$ cat src/rtl/timer_pkg.sv
// rtl/timer_pkg.sv - shared helpers for the one-shot timer
//
// Purpose : holds the counter width derivation used by the timer core.
// Contents: timer_cw(n) returns the number of bits needed to hold 0..n.
package timer_pkg;

  function automatic int timer_cw(input int n);
    return (n < 1) ? 1 : $clog2(n + 1);
  endfunction

endpackage

$ cat src/rtl/timer_edge_det.sv
// rtl/timer_edge_det.sv - rising-edge detector for the timer trigger
//
// Purpose : registers the previous trigger level and flags a 0->1 transition.
// Ports   :
//   clk  in   system clock, rising-edge active
//   rst  in   asynchronous active-high reset, clears the history flop
//   trg  in   trigger level, synchronous to clk
//   rise out  combinational, high in the cycle where trg is 1 and was 0
module timer_edge_det (
  input  logic clk,
  input  logic rst,
  input  logic trg,
  output logic rise
);

  logic trg_q;

  // Clearing trg_q in reset makes a trigger already high at reset release
  // count as a fresh edge on the first clock.
  always_ff @(posedge clk or posedge rst) begin
    if (rst) begin
      trg_q <= 1'b0;
    end else begin
      trg_q <= trg;
    end
  end

  assign rise = trg & ~trg_q;

endmodule

$ cat src/rtl/timer.sv
// rtl/timer.sv - digital one-shot timer with selectable retrigger policy
//
// Purpose : a trigger rising edge drives OUT high for exactly N clock cycles.
//           MODE=0 ignores triggers during the pulse, MODE=1 restarts the count.
// Ports   :
//   CLK     in   system clock, rising-edge active
//   R       in   asynchronous active-high reset
//   TRG_ONE in   trigger, synchronous to CLK; the rising edge is the event
//   MODE    in   0 = non-retriggerable, 1 = retriggerable
//   OUT     out  timer pulse, driven straight from a flop
module timer
  import timer_pkg::*;
#(
  parameter int N = 100
) (
  input  logic CLK,
  input  logic R,
  input  logic TRG_ONE,
  input  logic MODE,
  output logic OUT
);

  localparam int            CW       = timer_cw(N);
  localparam logic [CW-1:0] CNT_LAST = CW'(N - 1);

  logic          rise;
  logic [CW-1:0] cnt;

  timer_edge_det u_edge_det (
    .clk  (CLK),
    .rst  (R),
    .trg  (TRG_ONE),
    .rise (rise)
  );

  // OUT doubles as the state: 0 = idle, 1 = active. cnt counts cycles
  // already spent high since the start or the last restart.
  always_ff @(posedge CLK or posedge R) begin
    if (R) begin
      OUT <= 1'b0;
      cnt <= '0;
    end else if (!OUT) begin
      if (rise) begin
        OUT <= 1'b1;
        cnt <= '0;
      end
    end else if (rise && MODE) begin
      // Restart wins even on the final cycle.
      cnt <= '0;
    end else if (cnt == CNT_LAST) begin
      OUT <= 1'b0;
      cnt <= '0;
    end else begin
      cnt <= cnt + 1'b1;
    end
  end

endmodule

$ cat config.mk
export PLATFORM = sky130hd
export DESIGN_NAME = timer
export DESIGN_NICKNAME = d
export VERILOG_FILES = /design/src/rtl/timer_pkg.sv /design/src/rtl/timer_edge_det.sv /design/src/rtl/timer.sv
export SDC_FILE = /design/constraint.sdc
export NUM_CORES = 1
export LEC_CHECK = 0
export BUFFER_PORTS_ARGS = -buffer_cell sky130_fd_sc_hd__clkbuf_2
export CAP_MARGIN = 10
export CORE_AREA = 2 2 39 41
export DETAILED_ROUTE_END_ITERATION = 8
export DIE_AREA = 0 0 41 43
export PLACE_DENSITY = 0.57
export SETUP_SLACK_MARGIN = 0.3
export SLEW_MARGIN = 20
export SYNTH_ARGS = -nofsm -noshare
export SYNTH_HDL_FRONTEND = slang
export SYNTH_SLANG_ARGS = --single-unit
$ cat constraint.sdc
create_clock -name CLK -period 1.25 [get_ports CLK]
set_input_delay 0.25 -clock CLK [delete_from_list [all_inputs] [get_ports CLK]]
set_output_delay 0.25 -clock CLK [all_outputs]
set_load 0.05 [all_outputs]
==> impl_table.tex <==
\begin{tabular}{lr}
\hline
Metric & Value \\
\hline
\multicolumn{2}{l}{\textbf{STA}} \\
\quad RSZ-0062 raised after global routing & true \\
\quad Number of hold violations in the final report & 0 \\
\quad Final setup margin & around 0.036 ns \\
\quad Setup skew after layout & between 0.0003 and 0.0004 ns \\
\quad Final count of negative-setup-slack endpoints & 0 \\
\quad Fin crit share & 0.971 \\
\quad Max Clock Freq & slightly above 800 MHz \\
\quad Slew at the pin with the worst max-slew slack & 0.344 ns \\
\quad Max-slew headroom & 0.771 \\
\quad Final TNS setup & 0 ns \\
\quad Final Slew Violations & 0 \\
\quad Fin crit period & 1.21 ns \\
\multicolumn{2}{l}{\textbf{Placed design}} \\
\quad Global placer's final weighted congestion & 0.754 \\
\quad Count of input and output buffers & 4 \\
\quad Pre-CTS setup slack & approximately 0.060 ns \\
\quad Post-DP HPWL & just over 600 um \\
\multicolumn{2}{l}{\textbf{Worst setup path}} \\
\quad Reg2reg end & cnt[4] \\
\quad Critical-path cell with the highest stage delay & sky130\_fd\_sc\_hd\_\_dfrtp\_1 \\
\quad Logic depth of the worst register-to-register path & 4 \\
\quad Type of origin of the critical path & register \\
\quad Largest delay contributor family on the critical path & flip-flops \\
\quad Type of element capturing the critical path & register \\
\quad Maximum fanout along the worst path & 4 \\
\quad Timing startpoint of the critical path & cnt[1] \\
\quad CP cell instances & ha\_2 -> and3\_4 -> xor2\_1 -> a22o\_1 \\
\quad Slack of the worst reg-to-reg path & $\sim$0.036 ns \\
\quad Origin of the critical flop-to-flop path & cnt[1] \\
\quad Number of logic stages on the critical path including buffering & 4 \\
\quad WP data arrival & roughly 1.4 ns \\
\quad Worst setup path endpoint & cnt[4] \\
\quad Buffering stage count on the worst path with inverters included & 0 \\
\quad Worst EP required & around 1.4 ns \\
\quad Stage delay of the slowest cell on the critical path & 0.39 ns \\
\quad Worst setup path class & register to register \\
\multicolumn{2}{l}{\textbf{Clocking}} \\
\quad Clock tree from TritonCTS & built \\
\quad Clock root buffer & sky130\_fd\_sc\_hd\_\_clkbuf\_4 \\
\quad H-tree depth reported by CTS & 1 \\
\quad Buffers from clock root to sink, at most & 2 \\
\quad Clock transition at the registers of the reported paths & 0.06 ns \\
\quad TritonCTS Buffers & 3 \\
\quad Clock latency on the worst-skew pair & about 0.27 ns \\
\quad Total clock sinks & 9 \\
\multicolumn{2}{l}{\textbf{Logic synthesis}} \\
\quad Simple-gate area share of the yosys netlist & 0.175 \\
\quad Share of cell area taken by muxes after synthesis & 0 \\
\quad Combinational family with the most area after synthesis & compound AO/OA/AOI/OAI gates \\
\quad Net count after synthesis & 47 \\
\quad Distinct cell type count of the synthesized netlist & 22 \\
\quad Share of the synthesized area in compound gates (AO/OA/AOI/OAI) & 0.222 \\
\quad Post-synthesis instance area & between 400 and 500 um2 \\
\quad Fraction of the mapped netlist area in adder cells & 0.0274 \\
\quad Top cell type's share of synthesized area & 0.493 \\
\quad YS warnings & 0 \\
\quad Average footprint of a synthesized cell & 10.9 um2 \\
\quad Post-synthesis instance total & 42 \\
\quad Sequential area share after synthesis & 0.493 \\
\quad Flip-flop and latch count after synthesis & 9 \\
\quad Leading area contributor after synthesis & sky130\_fd\_sc\_hd\_\_dfrtp\_1 \\
\quad Xor/xnor cell area share of the yosys netlist & 0.0575 \\
\quad Largest cells by area after synthesis & sky130\_fd\_sc\_hd\_\_dfrtp\_1 (49\%), sky130\_fd\_sc\_hd\_\_xor2\_1 (5.8\%), sky130\_fd\_sc\_hd\_\_a21oi\_1 (4.4\%), sky130\_fd\_sc\_hd\_\_a21boi\_4 (4.1\%), sky130\_fd\_sc\_hd\_\_and3\_1 (4.1\%) \\
\multicolumn{2}{l}{\textbf{Floorplan}} \\
\quad Die span in x & $\sim$41 um \\
\quad Number of rows in the core area & 14 \\
\quad Initial cell density of the core & 0.330 \\
\quad Area inside the core boundary & $\sim$1400 um2 \\
\quad I/O pin cnt & 5 \\
\quad Area of the die & about 1800 um2 \\
\quad Die Ht & roughly 43 um \\
\multicolumn{2}{l}{\textbf{Cells and area}} \\
\quad N\_diodes & 0 \\
\quad Highest-count cells in the layout ignoring fill and taps & sky130\_fd\_sc\_hd\_\_dfrtp\_1 (8), sky130\_fd\_sc\_hd\_\_a21oi\_1 (4), sky130\_fd\_sc\_hd\_\_clkbuf\_4 (4) \\
\quad Leading cell type in the layout, fill and taps excluded & sky130\_fd\_sc\_hd\_\_dfrtp\_1 \\
\quad Area taken by flip-flops and latches & $\sim$230 um2 \\
\quad Area grow syn2layout & 31.8\% \\
\quad Filler cell count in the final layout & 130 \\
\quad Number of nets in the layout & 60 \\
\quad Layout cells sized above 1 & 0.370 \\
\quad Total area of multi-input combinational cells & around 260 um2 \\
\multicolumn{2}{l}{\textbf{Route}} \\
\quad Routed length per placed instance & between 10 and 15 um \\
\quad Drt total wl & 924 um \\
\quad Average vias per placed instance & roughly 5.3 \\
\quad Total number of vias & 369 \\
\quad Pre-Repair DR Iteration Count & 4 \\
\quad Starting DRT DRC Count & 7 \\
\quad Antenna Violating Nets Remaining & 0 \\
\quad Detailed-route DRC error count & 0 \\
\multicolumn{2}{l}{\textbf{Global routing}} \\
\quad Residual overflow from global routing & 0 \\
\quad Wire length of the first global-routing pass & about 1600 um \\
\quad Antenna violations before repair & 0 \\
\quad Vias in the first global route & between 300 and 400 \\
\quad GRT Util Overall & 0.148 \\
\quad Maximum number of pins on one net before global-route repair & 10 \\
\multicolumn{2}{l}{\textbf{Power}} \\
\quad Post-layout total power & slightly above 1 mW \\
\quad Leakage power & about 0.27 nW \\
\quad Power density over the cells & around 1700 nW/um2 \\
\quad Max IR drop VDD & around 0.6 mV \\
\multicolumn{2}{l}{\textbf{Flow run}} \\
\quad \# Max-Cap Violations & 0 \\
\multicolumn{2}{l}{\textbf{Run status}} \\
\quad Result of the run & finished clean \\
\multicolumn{2}{l}{\textbf{Min path}} \\
\quad Count of cells along the worst hold path & 1 \\
\quad Type of the most critical hold path & primary input to register \\
\hline
\end{tabular}
## cell families after synthesis
| logic type | after synthesis |
|---|---|
| compound gates | 14 |
| buf+inv | 3 |
| flops | 9 |
| simple gates | 12 |
| fa+ha+maj | 1 |
| xor+xnor | 3 |
## cell usage after synthesis (all sizes together)
master   count
a22o         2
nand3b       1
nand4bb      1
o22ai        1
a31oi        1
a41oi        1
o2111ai      1
or2          1
nand3        1
nand2b       1
ha           1
o21ai        3
dfrtp        9
nand2        1
nor2b        1
xor2         3
and3         3
a21oi        4
inv          3
nor2         2
a21boi       1
## metrics by stage
step	hold WS, ns	utilization	std cells	area, um2
finish	0.104	0.435	70	602
global route	0.103	0.435	70	602
CTS	0.102	0.418	70	578
detailed placement	0.208	0.379	63	524
global placement	0.211	0.379	63	524
floorplan	0.0779	-	42	477
## area by class of cell
cell class | count | share of cell area
Sequential cell | 9 | 0.376
Inverter | 3 | 0.0187
Clock buffer | 4 | 0.0437
Timing Repair Buffer | 8 | 0.0915
Tap cell | 16 | 0.0333
Multi-Input combinational cell | 30 | 0.437
## worst min-delay path by stage
stage	startpoint	endpoint	slack (ns)
finish	TRG_ONE	u_edge_det.trg_q	0.10
global route	TRG_ONE	u_edge_det.trg_q	0.10
CTS	TRG_ONE	u_edge_det.trg_q	0.10
detailed placement	R	u_edge_det.trg_q	0.21
global placement	R	u_edge_det.trg_q	0.21
floorplan	R	cnt[0]	0.08
## repair_timing
action / 4_1_cts / 5_1_grt
setup buffers: 2 / 0
gates resized for setup: 1 / 2
hold endpoints to repair: 9 / 0
hold buffers: 1 / 0
pin swaps: 2 / 1
endpoints found under the setup margin: 9 / 9
## per-layer routing
metal	share of wire	wire length, um	vias up	track usage
met1	0.46	422	175	0.192
met5	0	0	-	0
met3	0.042	39	5	0.0471
met4	0.042	39	0	0.120
met2	0.46	423	10	0.191
li1	-	-	179	-
## sequential cells by signal, indices dropped and copies added (netlist names)
| register | cells |
|---|---|
| OUT | 1 |
| u_edge_det.trg_q | 1 |
| cnt | 7 |
## power breakdown
| part | switching (mW) | total [mW] | internal [mW] |
|---|---|---|---|
| clock network | 0.110 | 0.233 | 0.124 |
| logic | 0.131 | 0.325 | 0.194 |
| registers | 0.0843 | 0.449 | 0.365 |
Note: power is estimated with default switching activity, not from simulation.
